`src/rtl/corefifo_fwft_prefetch.sv`:
```
// FWFT read-side prefetch stage: hides RAM read latency behind a small buffer and a registered dout.
// Optional sticky underflow flag is built only when FWFT_UNDERFLOW_EN is defined.
module corefifo_fwft_prefetch #(
    parameter int unsigned RWIDTH    = 18,
    parameter int unsigned RD_LAT    = 1,
    parameter int unsigned PF_DEPTH  = 2,
    parameter int unsigned AE_THRESH = 1,
    parameter int unsigned READ_LOW  = 0
) (
    input  logic                              pos_rclk,
    input  logic                              aresetn_rclk,
    input  logic                              sresetn_rclk,
    input  logic                              rd_en,
    input  logic                              fifo_empty,
    input  logic                              fifo_aempty,
    input  logic [RWIDTH-1:0]                 fifo_dout,
    output logic                              fifo_rd_en,
    output logic [RWIDTH-1:0]                 dout,
    output logic                              fwft_dvld,
    output logic                              empty,
    output logic                              aempty,
    output logic [$clog2(PF_DEPTH+2)-1:0]     level,
    output logic                              underflow
);

    localparam int unsigned LW  = $clog2(PF_DEPTH + 2);
    localparam int unsigned PW  = (PF_DEPTH > 1) ? $clog2(PF_DEPTH) : 1;
    localparam int unsigned CW  = $clog2(PF_DEPTH + RD_LAT + 2);
    localparam int unsigned CAP = PF_DEPTH + 1;

    logic [RD_LAT-1:0] inflight_sr;
    logic [RD_LAT-1:0] inflight_sr_next;
    logic [CW-1:0]     inflight_cnt;
    logic [CW-1:0]     committed;

    logic [RWIDTH-1:0] pf_mem [PF_DEPTH];
    logic [PW-1:0]     head;
    logic [PW-1:0]     tail;
    logic [LW-1:0]     buf_cnt;
    logic [LW-1:0]     buf_cnt_next;
    logic [LW-1:0]     level_next;

    logic              re_p;
    logic              pop;
    logic              arrival;
    logic              load_slot;
    logic              buf_rd;
    logic              bypass;
    logic              buf_wr;
    logic              load;
    logic              dvld_next;
    logic              aempty_next;
    logic [RWIDTH-1:0] dout_next;

    // Pointer advance with explicit wrap so non-power-of-2 depths work.
    function automatic logic [PW-1:0] ptr_inc(input logic [PW-1:0] p);
        return (p == PW'(PF_DEPTH - 1)) ? '0 : p + PW'(1);
    endfunction

    // Request tracker: stage 0 takes the new request, last stage marks an arriving word.
    always_comb begin
        inflight_sr_next    = '0;
        inflight_sr_next[0] = fifo_rd_en;
        for (int unsigned i = 1; i < RD_LAT; i++) begin
            inflight_sr_next[i] = inflight_sr[i-1];
        end
        inflight_cnt = '0;
        for (int unsigned i = 0; i < RD_LAT; i++) begin
            inflight_cnt = inflight_cnt + CW'(inflight_sr[i]);
        end
    end

    assign arrival = inflight_sr[RD_LAT-1];
    assign re_p    = (READ_LOW != 0) ? ~rd_en : rd_en;
    assign pop     = re_p & fwft_dvld;

    // Credit: never request more than the buffer plus dout can absorb.
    assign committed  = inflight_cnt + CW'(buf_cnt) + CW'(fwft_dvld) - CW'(pop);
    assign fifo_rd_en = aresetn_rclk & sresetn_rclk & ~fifo_empty & (committed < CW'(CAP));

    // Dout load: buffered words first, arriving word bypasses only an empty buffer.
    always_comb begin
        load_slot    = ~fwft_dvld | pop;
        buf_rd       = load_slot & (buf_cnt != '0);
        bypass       = load_slot & (buf_cnt == '0) & arrival;
        buf_wr       = arrival & ~bypass;
        load         = buf_rd | bypass;
        dout_next    = buf_rd ? pf_mem[head] : fifo_dout;
        dvld_next    = load | (fwft_dvld & ~pop);
        buf_cnt_next = buf_cnt + LW'(buf_wr) - LW'(buf_rd);
        level_next   = buf_cnt_next + LW'(dvld_next);
        aempty_next  = fifo_aempty | (32'(level_next) <= AE_THRESH);
    end

    always_ff @(posedge pos_rclk or negedge aresetn_rclk) begin
        if (!aresetn_rclk) begin
            inflight_sr <= '0;
            head        <= '0;
            tail        <= '0;
            buf_cnt     <= '0;
            dout        <= '0;
            fwft_dvld   <= 1'b0;
            level       <= '0;
            aempty      <= 1'b1;
        end else if (!sresetn_rclk) begin
            inflight_sr <= '0;
            head        <= '0;
            tail        <= '0;
            buf_cnt     <= '0;
            dout        <= '0;
            fwft_dvld   <= 1'b0;
            level       <= '0;
            aempty      <= 1'b1;
        end else begin
            inflight_sr <= inflight_sr_next;
            if (buf_rd) head <= ptr_inc(head);
            if (buf_wr) tail <= ptr_inc(tail);
            buf_cnt     <= buf_cnt_next;
            if (load) dout <= dout_next;
            fwft_dvld   <= dvld_next;
            level       <= level_next;
            aempty      <= aempty_next;
        end
    end

    // Buffer storage carries no reset; pointers and count define its contents.
    always_ff @(posedge pos_rclk) begin
        if (buf_wr && sresetn_rclk) begin
            pf_mem[tail] <= fifo_dout;
        end
    end

    assign empty = ~fwft_dvld;

`ifdef FWFT_UNDERFLOW_EN
    logic underflow_q;

    // Sticky: any read attempt while nothing is presented.
    always_ff @(posedge pos_rclk or negedge aresetn_rclk) begin
        if (!aresetn_rclk) begin
            underflow_q <= 1'b0;
        end else if (!sresetn_rclk) begin
            underflow_q <= 1'b0;
        end else if (re_p && !fwft_dvld) begin
            underflow_q <= 1'b1;
        end
    end

    assign underflow = underflow_q;
`else
    assign underflow = 1'b0;
`endif

endmodule

```
`config.mk`:
```
export PLATFORM = sky130hd
export DESIGN_NAME = corefifo_fwft_prefetch
export DESIGN_NICKNAME = d
export VERILOG_FILES = /design/src/rtl/corefifo_fwft_prefetch.sv
export SDC_FILE = /design/constraint.sdc
export NUM_CORES = 1
export LEC_CHECK = 0
export BUFFER_PORTS_ARGS = -buffer_cell sky130_fd_sc_hd__buf_2
export CELL_PAD_IN_SITES_DETAIL_PLACEMENT = 1
export CELL_PAD_IN_SITES_GLOBAL_PLACEMENT = 2
export CORE_UTILIZATION = 34
export CTS_CLUSTER_DIAMETER = 30
export DETAILED_ROUTE_END_ITERATION = 10
export PLACE_DENSITY_LB_ADDON = 0.1
export SLEW_MARGIN = 5
export SYNTH_ARGS = -nofsm -noshare
export SYNTH_HDL_FRONTEND = slang
export SYNTH_SLANG_ARGS = --single-unit
```
`constraint.sdc`:
```
create_clock -name pos_rclk -period 2.2 [get_ports pos_rclk]
set_input_delay 0.33 -clock pos_rclk [delete_from_list [all_inputs] [get_ports pos_rclk]]
set_output_delay 0.33 -clock pos_rclk [all_outputs]
set_load 0.005 [all_outputs]
```
After elaboration in Yosys (flattened, before gate mapping)
Memory sizes are Yosys's and may differ from the RTL's.
Cells that the tools add are included.
Word-level totals
  register bits: 27
  bits in writable memories: 36
  bits of input ports: 24
  output and inout bits: 25
  logic and storage cells: 58
  memories kept: 1
Memory list
  pf_mem: depth 2, bits a word 18, rd ports 1, clocked after Yosys merged registers in 0, wr ports 1, RTL line 36  | logic [RWIDTH-1:0] pf_mem [PF_DEPTH];
Operators by class
  add/sub/neg operators: 8
  order comparisons: 2
  equal/unequal tests: 3
  muxes and demuxes: 16
  bitwise gates (word level): 17
  reduce and logical (&&, ||, !) cells: 3
Operators with widths (number)
  18-bit 2-to-1 mux: 3
  1-bit 2-to-1 mux: 11
  1-bit AND: 9
  2-bit by 1-bit inequality test with 1-bit output (second input constant): 3
  2-bit by 1-bit adder with 2-bit output: 2
  2-bit 2-to-1 mux: 2
  1-bit NOT: 4
  1-bit OR: 4
  1-bit by 2-bit adder with 3-bit output: 1
  3-bit by 1-bit adder with 3-bit output: 1
  3-bit by 2-bit less-than comparator with 1-bit output (second input constant): 1
  3-bit by 1-bit subtractor with 3-bit output: 1
  1-bit adder (second input constant): 2
  2-bit by 1-bit <= comparator with 1-bit output (second input constant): 1
  2-bit zero test: 1
  2-bit nonzero test: 1
  2-bit by 1-bit subtractor with 2-bit output: 1
  1-bit logical AND: 1

Depth between registers and ports, before layout
Gate-level depths: netlist (run 1).
  depth after elaboration: 12
  gate-level depth with buffers: 10
  gate-level depth less buffers: 9

Worst setup path after synthesis (run 1)
OpenSTA, ideal clock, no wires.
  path kind: reg2out
  start: reg fwft_dvld
  end: out fifo_rd_en
  arrival time: 2189 ps
  slack: -319 ps
  stages on the path, launching flop included: 7
  buffers on the path: 0
  cell sequence: dfrtp_1 -> and2_2 -> ha_1 -> fa_1 -> inv_1 -> fa_1 -> a2111oi_0
On the way
  word-level cells in the longest chain between the ends: 4
  elaborated cells between the ends (all ways): 5
RTL lines
  start: declaration: RTL line 19  | output logic fwft_dvld,
  start signal: assignment: RTL line 120  | fwft_dvld <= dvld_next;
  3-bit by 1-bit adder with 3-bit output or 1-bit AND (tied branches): RTL line 78, 75
  3-bit by 1-bit subtractor with 3-bit output (*): RTL line 78  | assign committed = inflight_cnt + CW'(buf_cnt) + CW'(fwft_dvld) - CW'(pop);
  3-bit by 2-bit less-than comparator with 1-bit output (*): RTL line 79  | assign fifo_rd_en = aresetn_rclk & sresetn_rclk & ~fifo_empty & (committed < CW'(CAP));
  1-bit AND (*): RTL line 79
  end: declaration: RTL line 17  | output logic fifo_rd_en,
Every way passes the cells marked *; elsewhere a longest branch is shown, timed or not.

Worst setup path after layout (run 1)
Same ends and word-level chain as after synthesis.

==> run_results.csv, run 1 <==
group,metric,value,unit
floorplan,start_util,0.350,
pwr,powerDensity,1320,nW/um2
synthesis,yosys_most_used_dff,"edfxtp_1",
timing,fin_ws,-0.486,ns
final_layout,layout_commonest_cell,"buf_2",
setup_path,cp_data_arrival_time,2.36,ns
clock_network,ctsHoldBuffers,0,
pwr,leakage,0.00152,uW
pwr,peakVddDrop,538,uV
synthesis,yosys_warnings,0,
drt,wl_per_cell,17.5,um
pwr,clkPwrFrac,0.266,
drt,vias_per_cell,4.98,
pwr,swShare,0.335,
drt,vias,1956,
setup_path,ff2ff_setup_slack,0.11,ns
grt,grt_pass1_vias,2086,
setup_path,startpoint_type,"register",
place,dpl_worst_slack,-0.311,ns
synthesis,synth_seq_area_share,0.615,
clock_network,cts_htree_levels,3,
synthesis,synth_cells,218,
clock_network,clk_pin_slew,0.08,ns
final_layout,num-fill-cells,886,
timing,fin_tns_setup,-0.486,ns
synthesis,synth_area_per_cell,13.1,um2
setup_path,critPathRequiredTime,1.87,ns
min_path,min_path_type,"input port to async pin",
synthesis,synth_top_area_share,0.378,
floorplan,core.rowCount,33,
timing,setup_violations,1,
drt,routed_wl,6.86,mm
timing,max_freq,372,MHz
timing,holdWs,0.0735,ns
clock_network,cts.sinks,63,
place,io_buffers,47,
timing,fin_skew,0.00691,ns
synthesis,synthesis.nets,248,
outcome,failed_checks,"setup timing",
clock_network,clk_latency,0.34,ns
floorplan,die_area,8780,um2
setup_path,cp_max_fo,2,
pwr,p_comb_frac,0.392,
pwr,power,4670,uW
final_layout,syn_to_final_growth,24.1,%
synthesis,ys_types,35,
drt,drcViolationCount,0,
timing,period_minus_slack,2.69,ns
synthesis,ys_seq_elements,63,
clock_network,clock_path_buffers,2,
flow_run,cap_viol_max_count,0,
final_layout,finish.utilization,0.434,
timing,slew_violations,0,
synthesis,syn_area,2860,um2
grt,overflow,0,
synthesis,synth.area.top_cells,"edfxtp_1 38%, dfrtp_1 23%, a32o_1 6.3%",
clock_network,root_buffer,"clkbuf_8",
synthesis,synth-edff-count,36,
pwr,seq_power_share,0.342,
final_layout,layout-drive-gt1-share,0.347,
timing,hold_viol,0,
pwr,internal-power,3110,uW
grt,grt_use_total,0.177,
timing,rsz0062_at_grt,"true",
grt,grt_start_max_net_pins,28,
floorplan,coreArea,8180,um2
grt,antenna_found_initial,0,
floorplan,die_x,93.7,um
setup_path,end_kind,"output pin",
drt,firstDrtPassIters,4,
final_layout,final_cell_mix,"47 x buf_2, 39 x nand2_1, 36 x edfxtp_1",
pwr,p_sw,1570,uW
clock_network,cts_tree,"built",
setup_path,worstSetupPathType,"register to output pin",
floorplan,die_y,93.7,um
timing,finalCritPeriodShare,1.22,
drt,drt_iter0_markers,89,
place,gp_congestion,0.669,
drt,ant_nets,0,
synthesis,async_reset_ff_frac,0.429,
final_layout,diodes,0,
clock_network,cts_buffers,9,
grt,grt_pass1_wl,11.2,mm
floorplan,ioPinCount,49,
place,dpl.hpwl,4.50,mm
final_layout,final_nets,313,
outcome,status,"finished, violations left",
synthesis,yosys.area.top_type,"edfxtp_1",
==> cells in the mapped netlist, types with 2 or more instances <==
library cell  instances
xnor2_1               3
nor2_1                3
nand3_1              18
nand2_1              39
buf_4                 3
mux2i_1              18
a32o_1               18
fa_1                  2
buf_2                 2
and2_1                6
ha_1                  4
dfrtp_1              26
edfxtp_1             36
clkbuf_1              2
a2111oi_0             2
inv_1                 9
buf_6                 9
==> metrics by stage <==
stage | cell area, um2 | std cells
after global placement | 3260 | 375
after detailed placement | 3260 | 375
after global routing | 3550 | 393
final | 3550 | 393
after CTS | 3510 | 391
after floorplan | 2890 | 218
==> area by class of cell <==
type / count / area (um2) / area share
Clock inverter: 7 / 120 / 0.0338
Sequential cell: 63 / 1760 / 0.495
Inverter: 9 / 33.8 / 0.00952
Tap cell: 105 / 131 / 0.0370
Clock buffer: 9 / 124 / 0.0349
Multi-Input combinational cell: 129 / 963 / 0.271
Timing Repair Buffer: 71 / 419 / 0.118
==> routing by layer <==
metal | up-vias | share of wire | track usage
li1 | 916 | - | -
met1 | 998 | 0.46 | 0.235
met2 | 33 | 0.49 | 0.286
met3 | 9 | 0.029 | 0.0307
met4 | 0 | 0.015 | 0.0731
met5 | - | 0 | 0
==> worst paths after layout <==
path,start,end,cells past startpoint
min reg2reg,dout[10]$_DFFE_PN0P_,dout[10]$_DFFE_PN0P_,1
max in group asynchronous,aresetn_rclk,aempty$_DFF_PN1_,2
min,aresetn_rclk,dout[17]$_DFFE_PN0P_,2
max reg2reg,fwft_dvld$_DFF_PN0_,arrival$_DFF_PN0_,6
max,fwft_dvld$_DFF_PN0_,fifo_rd_en,7
min in group pos_rclk,fifo_empty,arrival$_DFF_PN0_,2
==> sequential cells by signal (all words and copies together), names as in the netlist <==
signal / count
tail: 1
level: 2
aempty: 1
dout: 18
head: 1
arrival: 1
pf_mem: 36
buf_cnt: 2
fwft_dvld: 1
==> worst max-delay path, stage by stage, from the launching register on <==
cell	delay (ns)
dfrtp_1	0.38
and2_4	0.15
ha_4	0.21
fa_2	0.33
inv_2	0.06
fa_1	0.43
a2111oi_2	0.30
buf_2	0.17
==> power groups by stage <==
stage / Sequential (uW) / Combinational [uW] / Clock (uW)
3_5_place_dp: 1630 / 1810 / 0
4_1_cts: 1610 / 1830 / 1270
3_3_place_gp: 1620 / 1770 / 0
2_1_floorplan: 1630 / 1270 / 0
6_report: 1600 / 1830 / 1240
5_1_grt: 1630 / 2080 / 1330
==> kinds of logic (layout without fill, tap and decap cells) <==
kind of cell	Yosys count	after routing	share of synthesized area
buffers and inverters	26	96	0.0665
AOI/OAI and AO/OA	26	26	0.0827
and+or+nand+nor	74	74	0.123
xor gates and xnor gates	4	4	0.0171
muxes	18	18	0.0630
adders and majority gates	6	6	0.0315
DFF	63	63	0.615
other	1	1	0.00131
==> repair_timing <==
action / in CTS / in global routing
gates resized for setup: 1 / 4
pin swaps: 2 / 4
setup buffers: 0 / 2
endpoints found under the setup margin: 2 / 3
(Power assumes the default switching activity.)
==> run 2: changes to the inputs <==
CORE_MARGIN = 10   (was default)
==> run_results.csv, run 2 (same netlist as run 1, synthesis figures left out) <==
group,metric,value,unit
clock_network,cts_htree_levels,3,
floorplan,coreArea,8220,um2
timing,slew_violations,0,
timing,rsz0062_at_grt,"true",
timing,fin_skew,0.00501,ns
clock_network,cts.sinks,63,
final_layout,largest_reg_flops,36,
setup_path,end_kind,"output pin",
min_path,min_path_type,"input port to async pin",
timing,period_minus_slack,2.69,ns
final_layout,diodes,0,
drt,drt_iter0_markers,62,
final_layout,top_regs,"pf_mem x36, dout x18",
grt,grt_pass1_vias,2232,
timing,hold_viol,0,
setup_path,startpoint_type,"register",
grt,grt_use_total,0.124,
setup_path,critPathRequiredTime,1.87,ns
clock_network,cts_buffers,9,
drt,wl_per_cell,19.1,um
floorplan,die_area,12500,um2
grt,antenna_found_initial,0,
final_layout,final_cell_mix,"47 x buf_2, 39 x nand2_1, 36 x edfxtp_1",
final_layout,finish.utilization,0.438,
drt,firstDrtPassIters,4,
pwr,peakVddDrop,641,uV
floorplan,core.rowCount,33,
timing,fin_ws,-0.491,ns
floorplan,die_x,112,um
pwr,leakage,0.00151,uW
setup_path,cp_data_arrival_time,2.36,ns
timing,holdWs,0.0264,ns
grt,grt_start_max_net_pins,28,
final_layout,top_register,"pf_mem",
floorplan,die_y,112,um
final_layout,syn_to_final_growth,25.8,%
place,placed_area,3260,um2
drt,vias_per_cell,5.00,
clock_network,root_buffer,"clkbuf_8",
clock_network,cts_tree,"built",
place,gp_congestion,0.653,
place,io_buffers,47,
setup_path,cp_max_fo,2,
drt,drcViolationCount,0,
timing,finalCritPeriodShare,1.22,
flow_run,cap_viol_max_count,0,
floorplan,start_util,0.348,
drt,ant_nets,0,
final_layout,final_nets,313,
drt,routed_wl,7.52,mm
timing,setup_violations,2,
pwr,powerDensity,1330,nW/um2
drt,vias,1965,
grt,overflow,0,
timing,max_freq,372,MHz
final_layout,design_area,3600,um2
floorplan,ioPinCount,49,
outcome,status,"finished, violations left",
setup_path,worstSetupPathType,"register to output pin",
clock_network,clk_pin_slew,0.07,ns
clock_network,clock_path_buffers,2,
final_layout,layout_commonest_cell,"buf_2",
place,dpl.hpwl,4.91,mm
pwr,power,4790,uW
grt,grt_pass1_wl,12.1,mm
outcome,failed_checks,"setup timing",
final_layout,layout-drive-gt1-share,0.365,
clock_network,clk_latency,0.33,ns
==> run 2: cell count changes in the layout (fill, tap and decap cells not counted), sizes merged <==
cell      change
bufinv        -1
clkbuf        +4
clkinv        -1
clkinvlp      -1
inv           -1
==> run 2: worst max-delay path, stage by stage, from the launching register on <==
cell       delay (ns)
dfrtp_1          0.38
and2_4           0.14
ha_4             0.20
fa_2             0.33
inv_2            0.06
fa_2             0.45
a2111oi_4        0.28
buf_2            0.16
==> run 2: what timing repair did <==
action                     4_1_cts  5_1_grt
resized for setup                2       13
hold buffers                     0        0
pin swaps                        3        4
buffers inserted                 0        3
setup endpoints to repair        2        3
==> run 2: final cells by class <==
cell class / count / area (um2)
timing repair buffer: 71 / 419
clock inverter: 3 / 63.8
sequential: 63 / 1760
inverter: 9 / 33.8
multi-input combinational: 129 / 1020
clock buffer: 13 / 169
tap: 105 / 131
fill: 883 / 4620
==> run 2: report_power, final <==
| group | switching, uW | internal, uW |
|---|---|---|
| Combinational | 1070 | 970 |
| Sequential | 101 | 1480 |
| Clock | 436 | 728 |
| Total | 1610 | 3180 |
==> run 2: stage by stage <==
stage          setup TNS (ns)  setup WS, ns  cells
6_report               -0.492        -0.491    393
3_3_place_gp           -0.388        -0.276    374
4_1_cts                -0.550        -0.550    390
2_1_floorplan          -0.128        -0.128    218
5_1_grt                -0.804        -0.599    393
3_5_place_dp           -0.506        -0.312    374
==> run 2: metal layers <==
layer | vias up | track usage | routed length, um
met1 | 1014 | 0.143 | 3170
met3 | 7 | 0.0386 | 273
li1 | 912 | - | -
met4 | 0 | 0.0437 | 80
met5 | - | 0 | 0
met2 | 32 | 0.212 | 4000
==> run 2: worst paths after layout <==
check | startpoint | end | slack, ns | cells after the start
worst max-delay path | fwft_dvld$_DFF_PN0_ | fifo_rd_en | -0.49 | 7
worst max register to register | fwft_dvld$_DFF_PN0_ | level[1]$_DFF_PN0_ | 0 | 11
worst min-delay path | aresetn_rclk | fwft_dvld$_DFF_PN0_ | 0.03 | 2
min in group pos_rclk | fifo_aempty | aempty$_DFF_PN1_ | 0.19 | 2
worst min register to register | dout[9]$_DFFE_PN0P_ | dout[9]$_DFFE_PN0P_ | 0.49 | 1
max in group asynchronous | aresetn_rclk | aempty$_DFF_PN1_ | 1.85 | 2
